<file path="src/rtl/ram_fill_arbiter.sv">
`default_nettype none
// ======================================================================
// Module  : ram_fill_arbiter
// Drives one registered memory port from a fill engine, a priority CPU
// port and NCH round-robin loaders. RAM_FILL_ARB_COUNT_EN adds ld_wr_total.
// Revision: 1.0
// ======================================================================
module ram_fill_arbiter #(
    parameter int AW             = 16,
    parameter int DW             = 8,
    parameter int NCH            = 2,
    parameter     FILL_VAL       = 8'h01,
    parameter bit CLEAR_ON_RESET = 1'b1
) (
    input  logic              clk,
    input  logic              reset_n,
    input  logic              clr_start,
    output logic              clr_busy,
    output logic              clr_done,
    input  logic              cpu_cs,
    input  logic              cpu_we,
    input  logic [AW-1:0]     cpu_ad,
    input  logic [DW-1:0]     cpu_d,
    input  logic [NCH-1:0]    ld_valid,
    output logic [NCH-1:0]    ld_ready,
    input  logic [NCH*AW-1:0] ld_addr,
    input  logic [NCH*DW-1:0] ld_data,
    output logic              mem_ce,
    output logic              mem_we,
    output logic [AW-1:0]     mem_a,
    output logic [DW-1:0]     mem_di,
    output logic [31:0]       ld_wr_total
);

    localparam int            PW     = (NCH > 1) ? $clog2(NCH) : 1;
    localparam logic [DW-1:0] FILL_W = DW'(FILL_VAL);

    typedef enum logic [1:0] {
        ST_INIT = 2'd0,
        ST_FILL = 2'd1,
        ST_RUN  = 2'd2
    } state_t;

    state_t          state_q;
    logic [AW-1:0]   fill_cnt_q;
    logic [PW-1:0]   rr_q;
    logic            mem_ce_q;
    logic            mem_we_q;
    logic [AW-1:0]   mem_a_q;
    logic [DW-1:0]   mem_di_q;
    logic            clr_busy_q;
    logic            clr_done_q;

    logic [NCH-1:0]  w_rot;
    logic            w_gnt_any;
    logic [PW-1:0]   w_gnt_idx;
    logic [PW-1:0]   w_rr_nxt;
    logic [NCH-1:0]  w_grant;
    logic [AW-1:0]   w_ld_a;
    logic [DW-1:0]   w_ld_d;
    logic            w_ld_slot;
    int              w_off;
    int              w_idx;

    // Rotate the request vector so that bit 0 is the channel at the RR pointer.
    assign w_rot = NCH'({ld_valid, ld_valid} >> rr_q);

    always_comb begin
        w_off     = 0;
        w_idx     = 0;
        w_gnt_any = 1'b0;
        w_gnt_idx = '0;
        w_rr_nxt  = '0;
        w_grant   = '0;
        w_ld_a    = '0;
        w_ld_d    = '0;
        for (int k = NCH - 1; k >= 0; k--) begin
            if (w_rot[k]) begin
                w_gnt_any = 1'b1;
                w_off     = k;
            end
        end
        w_idx = int'(rr_q) + w_off;
        if (w_idx >= NCH) begin
            w_idx = w_idx - NCH;
        end
        w_gnt_idx = PW'(w_idx);
        w_idx     = w_idx + 1;
        if (w_idx >= NCH) begin
            w_idx = 0;
        end
        w_rr_nxt = PW'(w_idx);
        for (int k = 0; k < NCH; k++) begin
            if (w_gnt_idx == PW'(k)) begin
                w_grant[k] = w_gnt_any;
                w_ld_a     = ld_addr[k*AW +: AW];
                w_ld_d     = ld_data[k*DW +: DW];
            end
        end
    end

    // Loaders only see a slot when neither a clear nor the CPU claims this cycle.
    assign w_ld_slot = reset_n && (state_q == ST_RUN) && !clr_start && !cpu_cs;
    assign ld_ready  = w_ld_slot ? w_grant : '0;

    always_ff @(posedge clk) begin
        if (!reset_n) begin
            state_q    <= ST_INIT;
            fill_cnt_q <= '0;
            rr_q       <= '0;
            mem_ce_q   <= 1'b0;
            mem_we_q   <= 1'b0;
            mem_a_q    <= '0;
            mem_di_q   <= '0;
            clr_busy_q <= 1'b0;
            clr_done_q <= 1'b0;
        end else begin
            mem_ce_q   <= 1'b0;
            mem_we_q   <= 1'b0;
            clr_done_q <= 1'b0;
            unique case (state_q)
                ST_INIT: begin
                    if (CLEAR_ON_RESET) begin
                        state_q    <= ST_FILL;
                        fill_cnt_q <= '0;
                        clr_busy_q <= 1'b1;
                    end else begin
                        state_q <= ST_RUN;
                    end
                end
                ST_FILL: begin
                    mem_ce_q   <= 1'b1;
                    mem_we_q   <= 1'b1;
                    mem_a_q    <= fill_cnt_q;
                    mem_di_q   <= FILL_W;
                    fill_cnt_q <= fill_cnt_q + 1'b1;
                    if (fill_cnt_q == '1) begin
                        state_q    <= ST_RUN;
                        clr_busy_q <= 1'b0;
                        clr_done_q <= 1'b1;
                    end
                end
                ST_RUN: begin
                    if (clr_start) begin
                        state_q    <= ST_FILL;
                        fill_cnt_q <= '0;
                        clr_busy_q <= 1'b1;
                    end else if (cpu_cs) begin
                        mem_ce_q <= 1'b1;
                        mem_we_q <= cpu_we;
                        mem_a_q  <= cpu_ad;
                        mem_di_q <= cpu_d;
                    end else if (w_gnt_any) begin
                        mem_ce_q <= 1'b1;
                        mem_we_q <= 1'b1;
                        mem_a_q  <= w_ld_a;
                        mem_di_q <= w_ld_d;
                        rr_q     <= w_rr_nxt;
                    end
                end
                default: begin
                    state_q <= ST_INIT;
                end
            endcase
        end
    end

    assign mem_ce   = mem_ce_q;
    assign mem_we   = mem_we_q;
    assign mem_a    = mem_a_q;
    assign mem_di   = mem_di_q;
    assign clr_busy = clr_busy_q;
    assign clr_done = clr_done_q;

`ifdef RAM_FILL_ARB_COUNT_EN
    logic        w_fill_entry;
    logic        w_ld_xfer;
    logic [31:0] wr_total_q;

    assign w_fill_entry = ((state_q == ST_INIT) && CLEAR_ON_RESET)
                        || ((state_q == ST_RUN) && clr_start);
    assign w_ld_xfer    = w_ld_slot && w_gnt_any;

    always_ff @(posedge clk) begin
        if (!reset_n) begin
            wr_total_q <= '0;
        end else if (w_fill_entry) begin
            wr_total_q <= '0;
        end else if (w_ld_xfer && (wr_total_q != 32'hFFFF_FFFF)) begin
            wr_total_q <= wr_total_q + 32'd1;
        end
    end

    assign ld_wr_total = wr_total_q;
`else
    assign ld_wr_total = 32'h0;
`endif

endmodule
`default_nettype wire

</file>
<file path="config.mk">
export PLATFORM = sky130hd
export DESIGN_NAME = ram_fill_arbiter
export DESIGN_NICKNAME = d
export VERILOG_FILES = /design/src/rtl/ram_fill_arbiter.sv
export SDC_FILE = /design/constraint.sdc
export NUM_CORES = 1
export LEC_CHECK = 0
export ABC_AREA = 1
export CAP_MARGIN = 0
export CORE_ASPECT_RATIO = 0.8
export CORE_UTILIZATION = 39
export CTS_CLUSTER_DIAMETER = 100
export DETAILED_ROUTE_END_ITERATION = 12
export PLACE_DENSITY = 0.78
export SETUP_SLACK_MARGIN = 0.5
export SYNTH_ARGS = -nofsm -noshare
export SYNTH_HDL_FRONTEND = slang
export SYNTH_SLANG_ARGS = --single-unit
</file>
<file path="constraint.sdc">
create_clock -name clk -period 1.5 [get_ports clk]
set_input_delay 0.375 -clock clk [delete_from_list [all_inputs] [get_ports clk]]
set_output_delay 0.375 -clock clk [all_outputs]
set_load 0.01 [all_outputs]
</file>
Word level (Yosys, flattened, before mapping)
Cells that the tools add are included.

operators by class
  $add $sub $neg = 4
  order comparisons = 2
  equal/unequal tests = 7
  shift-type cells = 1
  muxes and demuxes = 35
  bitwise logic cells = 2
  reduce and logical (&&, ||, !) cells = 14

operators by type and width
  kind                                                  count
  2-to-1 mux 16 bit                                     5
  >= comparator 32 x 3 -> 1 bit, second input constant  2
  2-to-1 mux 32 bit                                     2
  one-hot mux 16 bit (3 select lines)                   1
  adder 2 x 32 -> 32 bit                                1
  adder 32 x 2 -> 32 bit, second input constant         1
  2-to-1 mux 8 bit                                      4
  one-hot mux 16 bit (2 select lines)                   1
  subtractor 32 x 3 -> 32 bit, second input constant    1
  adder 16 x 1 -> 16 bit, second input constant         1
  equality test 16 bit, second input constant           1
  one-hot mux 8 bit (2 select lines)                    1
  2-to-1 mux 1 bit                                      14
  2-to-1 mux 2 bit                                      3
  != test 2 bit, second input constant                  3
  one-hot mux 2 bit (3 select lines)                    1
  AND reduction 2 bit                                   3
  AND reduction 3 bit                                   2
  one-hot mux 1 bit (2 select lines)                    2
  AND reduction 4 bit                                   1
  >> shifter 4 x 1 -> 2 bit                             1
  logical AND 1 bit                                     3
  != test 3 bit, second input constant                  1
  one-hot mux 1 bit (3 select lines)                    1
  7 further kinds                                       9

storage, ports and cells
  register bits after elaboration = 47
  input port bits = 79
  output and inout bits = 62
  logic and storage cells = 74

Longest topological paths before layout
  word-level depth = 11
  mapped depth = 11
  depth with buffers taken out = 11

Least setup slack after synthesis
Ideal clock, no wire load.

  kind = input-to-output
  start point = input cpu_cs
  end point = output ld_ready[0]
  arrival time = 1337 ps
  data required time = 1125 ps
  setup slack = -212 ps
  stages on the path = 5
  path buffers = 2
  cell sequence = buf_2 > inv_4 > clkbuf_1 > nand3_1 > nor3_1

on the way
  longest elaborated chain between the ends = 3

RTL lines
  element            line  text
  from (decl)        20    input logic cpu_cs,
  logical NOT 1 bit  103   assign w_ld_slot = reset_n && (state_q == ST_RUN) && !clr_start && !cpu_cs;
  logical AND 1 bit  103
  2-to-1 mux 2 bit   104   assign ld_ready = w_ld_slot ? w_grant : '0;
  to (decl)          25    output logic [NCH-1:0] ld_ready,

Every way passes these cells.

Worst setup path after layout
  start point = register state_q[0]
  end point = output ld_ready[0]

on the way
  longest elaborated chain between the ends = 5

RTL lines
  element                          line  text
  from (decl)                      44    state_t state_q;
  from (signal assigned)           108   state_q <= ST_INIT;
  from (signal assigned)           124   state_q <= ST_FILL;
  from (signal assigned)           128   state_q <= ST_RUN;
  equality test 2 bit              103
  logical AND 1 bit (3 in series)  103
  2-to-1 mux 2 bit                 104

Every way passes these cells.

==> metrics.yaml <==
placed_design:
  numPortBuffers: 108
  place_congestion: 0.9064
  place_hpwl_um: 7814
  dp_slack_ps: -896.0
power_and_ir_drop:
  p_leak_nw: 2.411
  total_power_mw: 6.564
  vdd_drop_max_v: 0.0006887
  powerDensity_mw_per_mm2: 1164
synthesis:
  synth_cell_types: 36
  synth_area_leader_cell: "dfxtp_1"
  syn_area_per_cell_um2: 6.501
  synth.area.top_cells: "dfxtp_1 (29%), nand2_1 (15%), buf_4 (7.7%)"
  yosysWarningCount: 0
  netlist.area_leader.share_pct: 29.18
  synth_seq_area_share_pct: 29.18
  synth_area_mm2: 0.003224
  netlist_instances: 496
  ys_seq_elements: 47
final_layout:
  antenna_cells: 0
  finalNetCount: 749
  layout_commonest_cell: "nand2_1"
  layout_common_cells: "nand2_1 (103), clkdlybuf4s50_1 (74), buf_4 (51)"
  nFillCells: 591
  drive_gt1_share_pct: 40.24
  synthToLayoutAreaGrowth_pct: 74.85
  final_core_util_pct: 70.63
critical_path:
  timing.rr.end: "mem_a[6]"
  required_ps: 1120
  path_cells: "inv_2 > ha_4 > nand2_8 > clkinv_8 > nand3_4 > nor3_2 > buf_2"
  slowest_delay_ps: 330
  startpoint: "state_q[0]"
  crit_fanout: 2
  crit_slowest_cell: "dfxtp_2"
  ff2ff_path_depth: 14
  crit_type: "flop to primary output"
  cp.arrival_ps: 1340
  worst_setup_path_start_kind: "flop"
  worstReg2RegStart: "state_q[0]"
  r2r_setup_slack_ps: -190
  crit_path_end_kind: "primary output"
sta:
  period_share_pct: 114.1
  holdWs_ps: 471.7
  setup_viol: 39
  setup_slack_ps: -211.3
  drv_slew: 0
  period_needed_ps: 1711
  timing.final.hold_violations: 0
  max_freq_ghz: 0.5844
  finClkSkew_ps: 5.880
  rsz0062_at_grt: "yes"
  fin_setup_tns_ps: -4227
detailed_routing:
  dr_total_vias: 3974
  ant_nets: 0
  routed_wl_um: 12280
  drt_iter0_markers: 318
  routed_via_density: 5.134
  wl_per_cell_um: 15.86
  first_pass_iters: 6
  drc: 0
die:
  io_pins: 141
  die_h_um: 83.33
  initial_core_util_pct: 40.39
  core-area_mm2: 0.007983
  die_area_mm2: 0.008637
  die_width_um: 103.7
  rows: 29
worst_hold_path:
  min_path_type: "flop to flop"
  holdPathStages: 2
  hold_end: "mem_di[6]"
  hp-start: "mem_di[6]"
clock_tree:
  worstSkewPairLatency_ps: 320
  cts_root_buffer: "clkbuf_8"
  h-tree-depth: 2
  clock-sinks: 47
  cts_tree: "built"
  clkTransAtPathRegs_ps: 90
  cts_buffer_depth: 2
  cts_buffers: 5
  cts_hold_buf: 0
run:
  drv_cap: 0
global_route:
  grt_max_degree: 27
  antenna_found_initial: 0
  grt_pass1_wl_um: 18190
  track_usage_pct: 26.17
  grt_pass1_vias: 3771
  grt_overflow_total: 0
run_status:
  violations: "negative setup slack"
  status: "complete, but fails checks"
-- logic make-up after synthesis --
group                      count (synthesis)  synth area share, %
buffers and inverters                    113                18.70
adders and majority gates                  5                1.940
and+or+nand+nor                          251                34.77
other                                      1               0.1163
AOI/OAI and AO/OA                         79                15.29
DFF                                       47                29.18
-- what timing repair did --
item,4_1_cts,5_1_grt
pin swaps,19,16
endpoints found under the hold margin,0,0
buffers inserted,18,11
cloned,3,0
endpoints found under the setup margin,77,77
resized for setup,245,41
-- stage by stage --
| step | instances | instance area (um2) |
|---|---|---|
| finish | 774 | 5638 |
| global route | 774 | 5638 |
| CTS | 763 | 5408 |
| detailed placement | 734 | 4775 |
| global placement | 734 | 4775 |
| floorplan | 527 | 3552 |
-- worst max-delay path: cells and delay by family, from the launching register on --
kind | cells | cell delay [ps]
adders and majority gates | 1 | 160
buffers and inverters | 3 | 280
DFF | 1 | 330
and+or+nand+nor | 3 | 250
-- Yosys cell counts (all sizes together) --
master and count:
conb 1, or2 3, nor3 6, a2bb2oi 1
clkinv 13, clkbuf 10, nand3 40, nor4 1
o21ai 27, nand4 1, a31oi 2, inv 47
o21a 1, buf 43, nor2 53, nand3b 13
dfxtp 47, a21oi 48, ha 5, nand2 134
-- flip-flops by register name, summed over array words and instances (netlist names) --
register and cells:
clr_done 1, mem_di 8, fill_cnt_q 16, state_q 2
rr_q 1, mem_we 1, mem_a 16, clr_busy 1
mem_ce 1
-- final cells by class --
cell class                 count  area (um2)  area share [%]
sequential                    47       992.2           17.60
multi-input combinational    367        2240           39.72
clock buffer                   7       97.59           1.731
inverter                      60       262.8           4.660
clock inverter                 1       30.03          0.5326
timing repair inverter         1       11.26          0.1997
tap                          108       135.1           2.397
timing repair buffer         183        1869           33.16
-- per-layer routing --
| metal | up-vias | GRT usage (%) | share of wire, % |
|---|---|---|---|
| li1 | 1843 | - | - |
| met4 | 0 | 8.571 | 2.6 |
| met5 | - | 0 | 0 |
| met2 | 214 | 46.74 | 50 |
| met1 | 1875 | 31.32 | 39 |
| met3 | 42 | 5.416 | 8.3 |
-- power breakdown --
group	switching, mW	leakage (nW)	internal [mW]
Clock	0.469	0.0636	0.600
Sequential	0.143	0.398	1.45
Combinational	1.85	1.95	2.05
Total	2.46	2.41	4.10
-- how the worst max path moves through the flow --
| stage | slack (ps) | to | cells after the start |
|---|---|---|---|
| 2_1_floorplan | -7 | ld_ready[1] | 5 |
| 3_3_place_gp | -850 | ld_ready[0] | 6 |
| 3_5_place_dp | -900 | ld_ready[0] | 6 |
| 4_1_cts | -220 | ld_ready[0] | 7 |
| 5_1_grt | -270 | ld_ready[0] | 7 |
| 6_report | -210 | ld_ready[0] | 7 |
(Power assumes the default switching activity.)
